--- src/rtl/am_insert_sched_tx_pkg.sv ---
// Shared definitions for the TX PCS alignment-marker scheduler and the
// per-lane marker insertion logic: default gap/counter sizing, 66-bit
// block sync-header codes and the scheduler state encoding.
package am_insert_sched_tx_pkg;

  // Default marker spacing: data blocks between consecutive markers per lane.
  localparam int AM_GAP_CNT_DEFAULT = 16383;
  // Gap counter width; 2**AM_CNT_W must exceed AM_GAP_CNT_DEFAULT.
  localparam int AM_CNT_W = 14;

  // 66-bit block sync headers as seen by the lane marker logic.
  localparam logic [1:0] AM_SH_DATA = 2'b01;
  localparam logic [1:0] AM_SH_CTRL = 2'b10;

  // Scheduler states; the encoding is kept stable for legacy decode.
  typedef enum logic [1:0] {
    IDLE = 2'd0,
    MARK = 2'd1,
    GAP  = 2'd2
  } am_sched_state_t;

  // True for the two legal sync-header codes.
  function automatic logic am_sh_valid(input logic [1:0] sh);
    return (sh == AM_SH_DATA) || (sh == AM_SH_CTRL);
  endfunction

endpackage

--- src/rtl/am_insert_sched_tx_if.sv ---
// Slot handshake between the marker scheduler, the lane datapath tick and
// the upstream encoder/scrambler. The scheduler side uses the master modport.
interface am_insert_sched_tx_if #(
  parameter int LANE_N = 4
);
  // Lane datapath consumes one 66-bit block slot this cycle.
  logic              adv_i;
  // Upstream may present a data block this cycle.
  logic              ready_o;
  // Marker slot strobe, one bit per lane.
  logic [LANE_N-1:0] marker_v_o;
  // Pulses when a marker slot is consumed.
  logic              marker_sent_o;

  modport master (
    input  adv_i,
    output ready_o,
    output marker_v_o,
    output marker_sent_o
  );

  modport slave (
    output adv_i,
    input  ready_o,
    input  marker_v_o,
    input  marker_sent_o
  );

endinterface

--- src/rtl/am_insert_sched_tx.sv ---
// Alignment-marker insertion scheduler for the multi-lane TX PCS.
// Counts consumed block slots and claims one slot per period for a marker,
// back-pressuring the upstream during that slot.
// Optional build macro: AM_PERIOD_CFG_EN adds a runtime gap length input
// (period_i) sampled on every entry to the marker state.
module am_insert_sched_tx
  import am_insert_sched_tx_pkg::*;
#(
  parameter int LANE_N  = 4,
  parameter int GAP_CNT = AM_GAP_CNT_DEFAULT,
  parameter int CNT_W   = AM_CNT_W
) (
  input  logic                 clk,
  input  logic                 nreset,
  input  logic                 en_i,
`ifdef AM_PERIOD_CFG_EN
  input  logic [CNT_W-1:0]     period_i,
`endif
  output logic [CNT_W-1:0]     gap_cnt_o,
  am_insert_sched_tx_if.master sched_if
);

  localparam logic [1:0] ST_IDLE = IDLE;
  localparam logic [1:0] ST_MARK = MARK;
  localparam logic [1:0] ST_GAP  = GAP;

  logic [1:0]       state_q, state_d;
  logic [CNT_W-1:0] cnt_q, cnt_d;
  logic [CNT_W-1:0] gap_last;
  logic             adv;
  logic             mark_slot;
  logic             enter_mark;

  assign adv = sched_if.adv_i;

  // A MARK transition from any other state is where the gap length is latched.
  assign enter_mark = (state_d == ST_MARK) && (state_q != ST_MARK);

`ifdef AM_PERIOD_CFG_EN
  logic [CNT_W-1:0] period_q, period_d;

  // Zero is not a usable gap length, so it is promoted to one data block.
  assign period_d = (period_i == '0) ? CNT_W'(1) : period_i;
  assign gap_last = period_q - CNT_W'(1);

  // Shadow the gap length so a mid-gap change only affects the next gap.
  always_ff @(posedge clk) begin
    if (!nreset) begin
      period_q <= CNT_W'(GAP_CNT);
    end else if (enter_mark) begin
      period_q <= period_d;
    end
  end
`else
  assign gap_last = CNT_W'(GAP_CNT - 1);
`endif

  // Next-state and gap counter update; disable wins from any state.
  always_comb begin
    state_d = state_q;
    cnt_d   = cnt_q;
    if (!en_i) begin
      state_d = ST_IDLE;
      cnt_d   = '0;
    end else begin
      case (state_q)
        ST_IDLE: begin
          // First marker immediately after enable for fast receiver lock.
          state_d = ST_MARK;
          cnt_d   = '0;
        end
        ST_MARK: begin
          if (adv) begin
            state_d = ST_GAP;
            cnt_d   = '0;
          end
        end
        ST_GAP: begin
          if (adv) begin
            if (cnt_q == gap_last) begin
              state_d = ST_MARK;
              cnt_d   = '0;
            end else begin
              cnt_d = cnt_q + CNT_W'(1);
            end
          end
        end
        default: begin
          state_d = ST_IDLE;
          cnt_d   = '0;
        end
      endcase
    end
  end

  // State and counter registers.
  always_ff @(posedge clk) begin
    if (!nreset) begin
      state_q <= ST_IDLE;
      cnt_q   <= '0;
    end else begin
      state_q <= state_d;
      cnt_q   <= cnt_d;
    end
  end

  // A slot is a marker slot only when the datapath advances while in MARK;
  // outputs are forced low while reset is asserted.
  assign mark_slot = nreset && adv && (state_q == ST_MARK);

  assign sched_if.ready_o       = nreset && adv && (state_q != ST_MARK);
  assign sched_if.marker_sent_o = mark_slot;
  assign gap_cnt_o              = cnt_q;

  // Replicate the marker strobe to every lane.
  generate
    for (genvar gi = 0; gi < LANE_N; gi++) begin : g_lane_strobe
      assign sched_if.marker_v_o[gi] = mark_slot;
    end
  endgenerate

endmodule

--- src/flat_wrapper.sv ---
// flat-port wrapper written by rule: the top's interface ports become plain ports
module am_insert_sched_tx_flat import am_insert_sched_tx_pkg::*;
#(
  parameter int LANE_N  = 4,
  parameter int GAP_CNT = AM_GAP_CNT_DEFAULT,
  parameter int CNT_W   = AM_CNT_W
)
  (clk, nreset, en_i, gap_cnt_o, sched_if_adv_i, sched_if_ready_o, sched_if_marker_v_o, sched_if_marker_sent_o);
  am_insert_sched_tx_if #(.LANE_N(LANE_N)) sched_if_i ();
  input  logic clk;
  input  logic nreset;
  input  logic en_i;
  output logic [CNT_W-1:0] gap_cnt_o;
  input wire logic [$bits(sched_if_i.adv_i)-1:0] sched_if_adv_i;
  output wire logic [$bits(sched_if_i.ready_o)-1:0] sched_if_ready_o;
  output wire logic [$bits(sched_if_i.marker_v_o)-1:0] sched_if_marker_v_o;
  output wire logic [$bits(sched_if_i.marker_sent_o)-1:0] sched_if_marker_sent_o;
  assign sched_if_i.adv_i = sched_if_adv_i;
  assign sched_if_ready_o = sched_if_i.ready_o;
  assign sched_if_marker_v_o = sched_if_i.marker_v_o;
  assign sched_if_marker_sent_o = sched_if_i.marker_sent_o;
  am_insert_sched_tx #(.LANE_N(LANE_N), .GAP_CNT(GAP_CNT), .CNT_W(CNT_W)) u_core (.clk(clk), .nreset(nreset), .en_i(en_i), .gap_cnt_o(gap_cnt_o), .sched_if(sched_if_i));
endmodule
--- config.mk ---
export PLATFORM = sky130hd
export DESIGN_NAME = am_insert_sched_tx_flat
export DESIGN_NICKNAME = d
export VERILOG_FILES = /design/src/rtl/am_insert_sched_tx_pkg.sv /design/src/rtl/am_insert_sched_tx_if.sv /design/src/rtl/am_insert_sched_tx.sv /design/src/flat_wrapper.sv
export SDC_FILE = /design/constraint.sdc
export NUM_CORES = 1
export LEC_CHECK = 0
export ABC_CLOCK_PERIOD_IN_PS = 1700
export CAP_MARGIN = 10
export CORE_MARGIN = 4
export CORE_UTILIZATION = 47
export CTS_CLUSTER_DIAMETER = 60
export DETAILED_ROUTE_END_ITERATION = 10
export GPL_TIMING_DRIVEN = 1
export PLACE_DENSITY = 0.78
export SYNTH_ARGS = -nofsm -noshare
export SYNTH_HDL_FRONTEND = slang
export SYNTH_SLANG_ARGS = --single-unit
--- constraint.sdc ---
create_clock -name clk -period 1.7 [get_ports clk]
set_input_delay 0.17 -clock clk [delete_from_list [all_inputs] [get_ports clk]]
set_output_delay 0.17 -clock clk [all_outputs]
set_load 0.01 [all_outputs]
# Word level (Yosys, flattened, before mapping)

Index checks and enable logic that the tools add are counted.

Register bits after elaboration: 16

$add $sub $neg: 1
Eq/ne operators: 7
Multiplexer cells: 8
Reductions and logical operators: 7

Operators with widths:

| cell                    | count |
|---|---|
| $mux W14                | 3 |
| $pmux W14 S2            | 1 |
| $add A14 B1 Y14 const B | 1 |
| $eq A14 B14 Y1 const B  | 1 |
| $mux W2                 | 3 |
| $pmux W2 S3             | 1 |
| $ne A2 B1 Y1 const B    | 2 |
| $ne A2 B2 Y1 const B    | 2 |
| $reduce_and A2 Y1       | 2 |
| $logic_and A1 B1 Y1     | 3 |
| $reduce_and A3 Y1       | 1 |
| $eq A2 B1 Y1 const B    | 1 |
| $eq A2 B2 Y1 const B    | 1 |
| $logic_not A2 Y1        | 1 |

# Longest topological paths before layout

Depth after elaboration: 4
Depth in mapped cells: 7
Gate-level depth less buffers: 6

# Worst setup path after synthesis

No wires, ideal clock.

Kind: register to register
From: register u_core.cnt_q[6], in the netlist u_core.gap_cnt_o[6]
To: register u_core.cnt_q[12], in the netlist u_core.gap_cnt_o[12]
Setup time: 0.125 ns
Data arrival time: 1.516 ns
Required time: 1.575 ns
Setup slack: 0.059 ns
Cell stages (with the launch flop): 6
Path buffers: 1
Cells stage by stage: dfxtp_1 > nand4_1 > o41a_1 > o21bai_4 > buf_6 > a21oi_1

Cells in the longest elaborated chain, start to end: 4
Elaborated cells on any way between the ends: 5
Classes of those cells: add/sub: 1; eq/ne: 1; mux: 3

Ends and longest elaborated chain:

| what                                                     | RTL line                                           | RTL |
|---|---|---|
| from (decl)                                              | am_insert_sched_tx.sv:28                           | `logic [CNT_W-1:0] cnt_q, cnt_d;` |
| from (signal assigned)                                   | am_insert_sched_tx.sv:103                          | `cnt_q <= cnt_d;` |
| $add A14 B1 Y14 / $eq A14 B14 Y1 (equally long branches) | am_insert_sched_tx.sv:84, am_insert_sched_tx.sv:80 |  |
| $mux W14 (*)                                             | am_insert_sched_tx.sv:80                           | `if (cnt_q == gap_last) begin` |
| $mux W14 (*)                                             | am_insert_sched_tx.sv:79                           | `if (adv) begin` |
| $pmux W14 S2 (*)                                         | am_insert_sched_tx.sv:66                           | `case (state_q)` |

Every way passes the cells marked *; elsewhere a longest branch is shown, timed or not. The select of a mux whose other input is x is not followed.
A chain may end at the register's enable or synchronous reset.

# Worst setup path after layout

From: register u_core.cnt_q[2], in the netlist u_core.gap_cnt_o[2]
To: register u_core.state_q[1]

Cells in the longest elaborated chain, start to end: 3

Ends and longest elaborated chain:

| what                               | RTL line                  | RTL |
|---|---|---|
| $eq A14 B14 Y1                     | am_insert_sched_tx.sv:80  |  |
| $ne A2 B1 Y1 (no source line)      | -                         |  |
| $reduce_and A3 Y1 (no source line) | -                         |  |
| to (signal assigned)               | am_insert_sched_tx.sv:102 | `state_q <= state_d;` |
| to (decl)                          | am_insert_sched_tx.sv:27  | `logic [1:0] state_q, state_d;` |

Every way passes these cells.

==> results <==
where the power goes:
group,switching (µW),internal [µW]
clock network,114,82.5
registers,4.53,377
logic,34.0,37.5
layout make-up:
class | count | share of cell area, %
clock buffers | 3 | 1.69
inverters | 3 | 0.845
multi-input cells | 78 | 41.4
flip-flops and latches | 16 | 24.2
well taps | 25 | 2.35
repair buffers | 43 | 29.5
cells in the mapped netlist (3+ instances only):
cell        n
and3_1      3
o21ai_0     4
dfxtp_1    16
inv_1       3
a21oi_1     6
nand3_1     4
nand4_1     3
ha_1        3
xor2_1      5
nand2_1     6
nor2_1     13
buf_4       4
o2111ai_1   4
worst max path at each step:
| stage | to | slack (ns) | cells after the start |
|---|---|---|---|
| 3_3_place_gp | sched_if_marker_v_o[0] | -0.04 | 5 |
| 5_1_grt | u_core.state_q[1] | 0.009 | 5 |
| 2_1_floorplan | u_core.gap_cnt_o[12] | 0.06 | 5 |
| 4_1_cts | sched_if_ready_o | 0.00003 | 3 |
| 3_5_place_dp | sched_if_marker_v_o[1] | -0.07 | 5 |
| 6_report | u_core.state_q[1] | 0.09 | 5 |
timing repair:
item / in CTS / in global routing
resized for setup: 6 / 6
setup buffers: 0 / 1
setup endpoints to repair: 5 / 14
cloned: 0 / 0
pin swaps: 0 / 2
stage by stage:
| stage | setup slack [ns] | util, % | hold slack [ns] | TNS, ns | power [µW] |
|---|---|---|---|---|---|
| detailed placement | -0.0727 | 70.9 | 0.505 | -0.321 | 455 |
| floorplan | 0.0591 | - | 0.369 | 0 | 424 |
| CTS | 0.0000253 | 71.9 | 0.517 | 0 | 643 |
| global placement | -0.0425 | 70.9 | 0.490 | -0.202 | 454 |
| finish | 0.0917 | 74.7 | 0.508 | 0 | 650 |
| global route | 0.00868 | 74.7 | 0.558 | 0 | 682 |
sequential cells by signal, summed over array words and instances (netlist names):
name / flops
u_core.gap_cnt_o: 14
u_core.state_q: 2
metal layers:
layer  vias up  wire length (µm)  global-route usage (%)
li1        461                 -                       -
met2        41              1000                    31.4
met3         9               138                    3.15
met1       418              1030                    22.4
met5         -                 0                       0
met4         0                74                    8.73
cell usage in the layout (no fill, tap or decap), types with 2 or more instances in the layout:
cell	Yosys	layout
a21oi_1	6	6
a31oi_1	2	2
and3_1	3	3
buf_4	4	18
clkbuf_4	0	3
clkdlybuf4s50_1	0	17
dfxtp_1	16	14
dfxtp_2	0	2
dlygate4sd2_1	0	5
ha_1	3	3
inv_1	3	2
nand2_1	6	6
nand3_1	4	4
nand4_1	3	3
nand4b_1	2	2
nor2_1	13	13
o2111ai_1	4	4
o21ai_0	4	4
o31ai_1	2	2
or3_1	2	2
or4_1	2	2
xnor2_1	2	2
xor2_1	5	5
logic make-up after synthesis:
| group | count (synthesis) | synth area share (%) |
|---|---|---|
| AND/OR/NAND/NOR | 43 | 25.6 |
| AO/OA/AOI/OAI | 24 | 20.1 |
| XOR/XNOR | 8 | 8.58 |
| adder cells (fa/ha/maj) | 3 | 4.15 |
| buffers and inverters | 9 | 6.22 |
| flip-flops | 16 | 35.4 |
worst reg2reg max path, cell delays in order (launching register included):
cell	delay, ns
dfxtp_1	0.44
nand3_1	0.16
o41a_1	0.51
buf_6	0.17
o21ai_0	0.16
a21oi_1	0.08
==> impl_metrics.py <==
metrics = {
    "setup_path": {
        "r2r-start": "u_core.gap_cnt_o[2]",
        "cp.required_ns": 1.88,
        "reg2regPathDepth": 5,
        "critPathKind": "flip-flop to flip-flop",
        "crit_path_top_delay_cell": "o41a_1",
        "crit_buf_inv": 1,
        "crit_path_max_fanout": 6,
        "r2r_setup_slack_ns": 0.09,
        "cp_cell_sequence": "nand3_1 > o41a_1 > buf_6 > o21ai_0 > a21oi_1",
        "cpPeakStageDelay_ns": 0.51,
        "regToRegEndpoint": "u_core.state_q[1]",
        "crit_arrival_ns": 1.79,
        "startpoint_type": "flip-flop",
        "critPathLaunch": "u_core.gap_cnt_o[2]",
        "worstSetupEndpointType": "flip-flop",
        "crit_family": "compound AO/OA/AOI/OAI gates",
    },
    "floorplan": {
        "dieArea_mm2": 0.00269,
        "core-area_mm2": 0.00178,
        "dieWidth_um": 51.9,
        "initial_core_util_pct": 50.7,
        "pin_count": 24,
        "die_y_um": 51.9,
        "placementRows": 15,
    },
    "finish": {
        "final_area_mm2": 0.00133,
        "seqCellArea_um2": 323,
        "stdcell_count": 168,
        "final_nets": 152,
        "multiInputGateArea_um2": 552,
        "layout-drive-gt1-share_pct": 22.4,
        "area_delta_synth_final_pct": 47.3,
        "nFillCells": 132,
        "antenna_cells": 0,
    },
    "hold_path": {
        "worstHoldPathCells": 2,
        "holdPathEnd": "u_core.gap_cnt_o[12]",
        "hold_start": "u_core.gap_cnt_o[12]",
        "hp-class": "flip-flop to flip-flop",
    },
    "sta": {
        "slew_viol_final": 0,
        "fin_skew_ns": 0.00346,
        "slew-limit-headroom_pct": 68.9,
        "worstMarginPinSlew_ns": 0.466,
        "grt_setup_unrepaired": "false",
        "fin_crit_ns": 1.61,
        "finalHoldViolCount": 0,
        "setup_violations": 0,
        "fmax_mhz": 622,
        "finalCritPeriodShare_pct": 94.6,
    },
    "logic_synthesis": {
        "ys_types": 36,
        "synth_fp_nets": 110,
        "synthCells": 103,
        "yosysSeqAreaShare_pct": 35.4,
        "synth_edf_count": 0,
        "yosys.area.top_type_share_pct": 35.4,
        "synth_ff_type": "dfxtp_1",
        "async_reset_ff_share_pct": 0,
        "yosys.area.top_type": "dfxtp_1",
        "ys_ff_latch": 16,
        "mappedNetlistArea_um2": 905,
        "yosysWarnings": 0,
        "synth.avg_cell_area_um2": 8.78,
        "synth_area_leaders": "dfxtp_1 35%, nor2_1 5.4%, xor2_1 4.8%",
    },
    "place": {
        "gp_congestion": 0.855,
        "dp_hpwl_um": 1690,
        "io_buffers": 23,
        "dpl_cell_area_mm2": 0.00126,
        "numPlacedInstances": 164,
    },
    "flow_run": {
        "drv_cap": 0,
    },
    "route": {
        "firstDrtPassIters": 5,
        "dr_total_vias": 929,
        "drt-total-wl_um": 2240,
        "drt_iter0_markers": 18,
        "antenna_left": 0,
        "wire_per_inst_um": 13.3,
        "vias_per_cell": 5.53,
        "drc": 0,
    },
    "pwr": {
        "irDropWorstVdd_mv": 0.392,
        "leakage_uw": 0.000502,
        "powerDensity_mw_per_mm2": 487,
    },
    "clock_tree": {
        "clkTransAtPathRegs_ns": 0.09,
        "tritoncts": "built",
        "clk_latency_ns": 0.29,
        "cts_inserted_buffers": 3,
        "clockBufferDepth": 2,
        "cts.sinks": 16,
        "cts-root-buf": "clkbuf_4",
        "ctsHoldBuffers": 0,
        "htreeDepth": 1,
    },
    "global_route": {
        "grt-ovfl-total": 0,
        "grt_pass1_vias": 892,
        "grt_usage_pct": 18.5,
        "antenna_found_initial": 0,
        "grt_pass1_wl_um": 3790,
        "grt_start_max_net_pins": 16,
    },
    "run_status": {
        "status": "complete, no violations",
    },
}
Power figures use the tool's default switching activity.
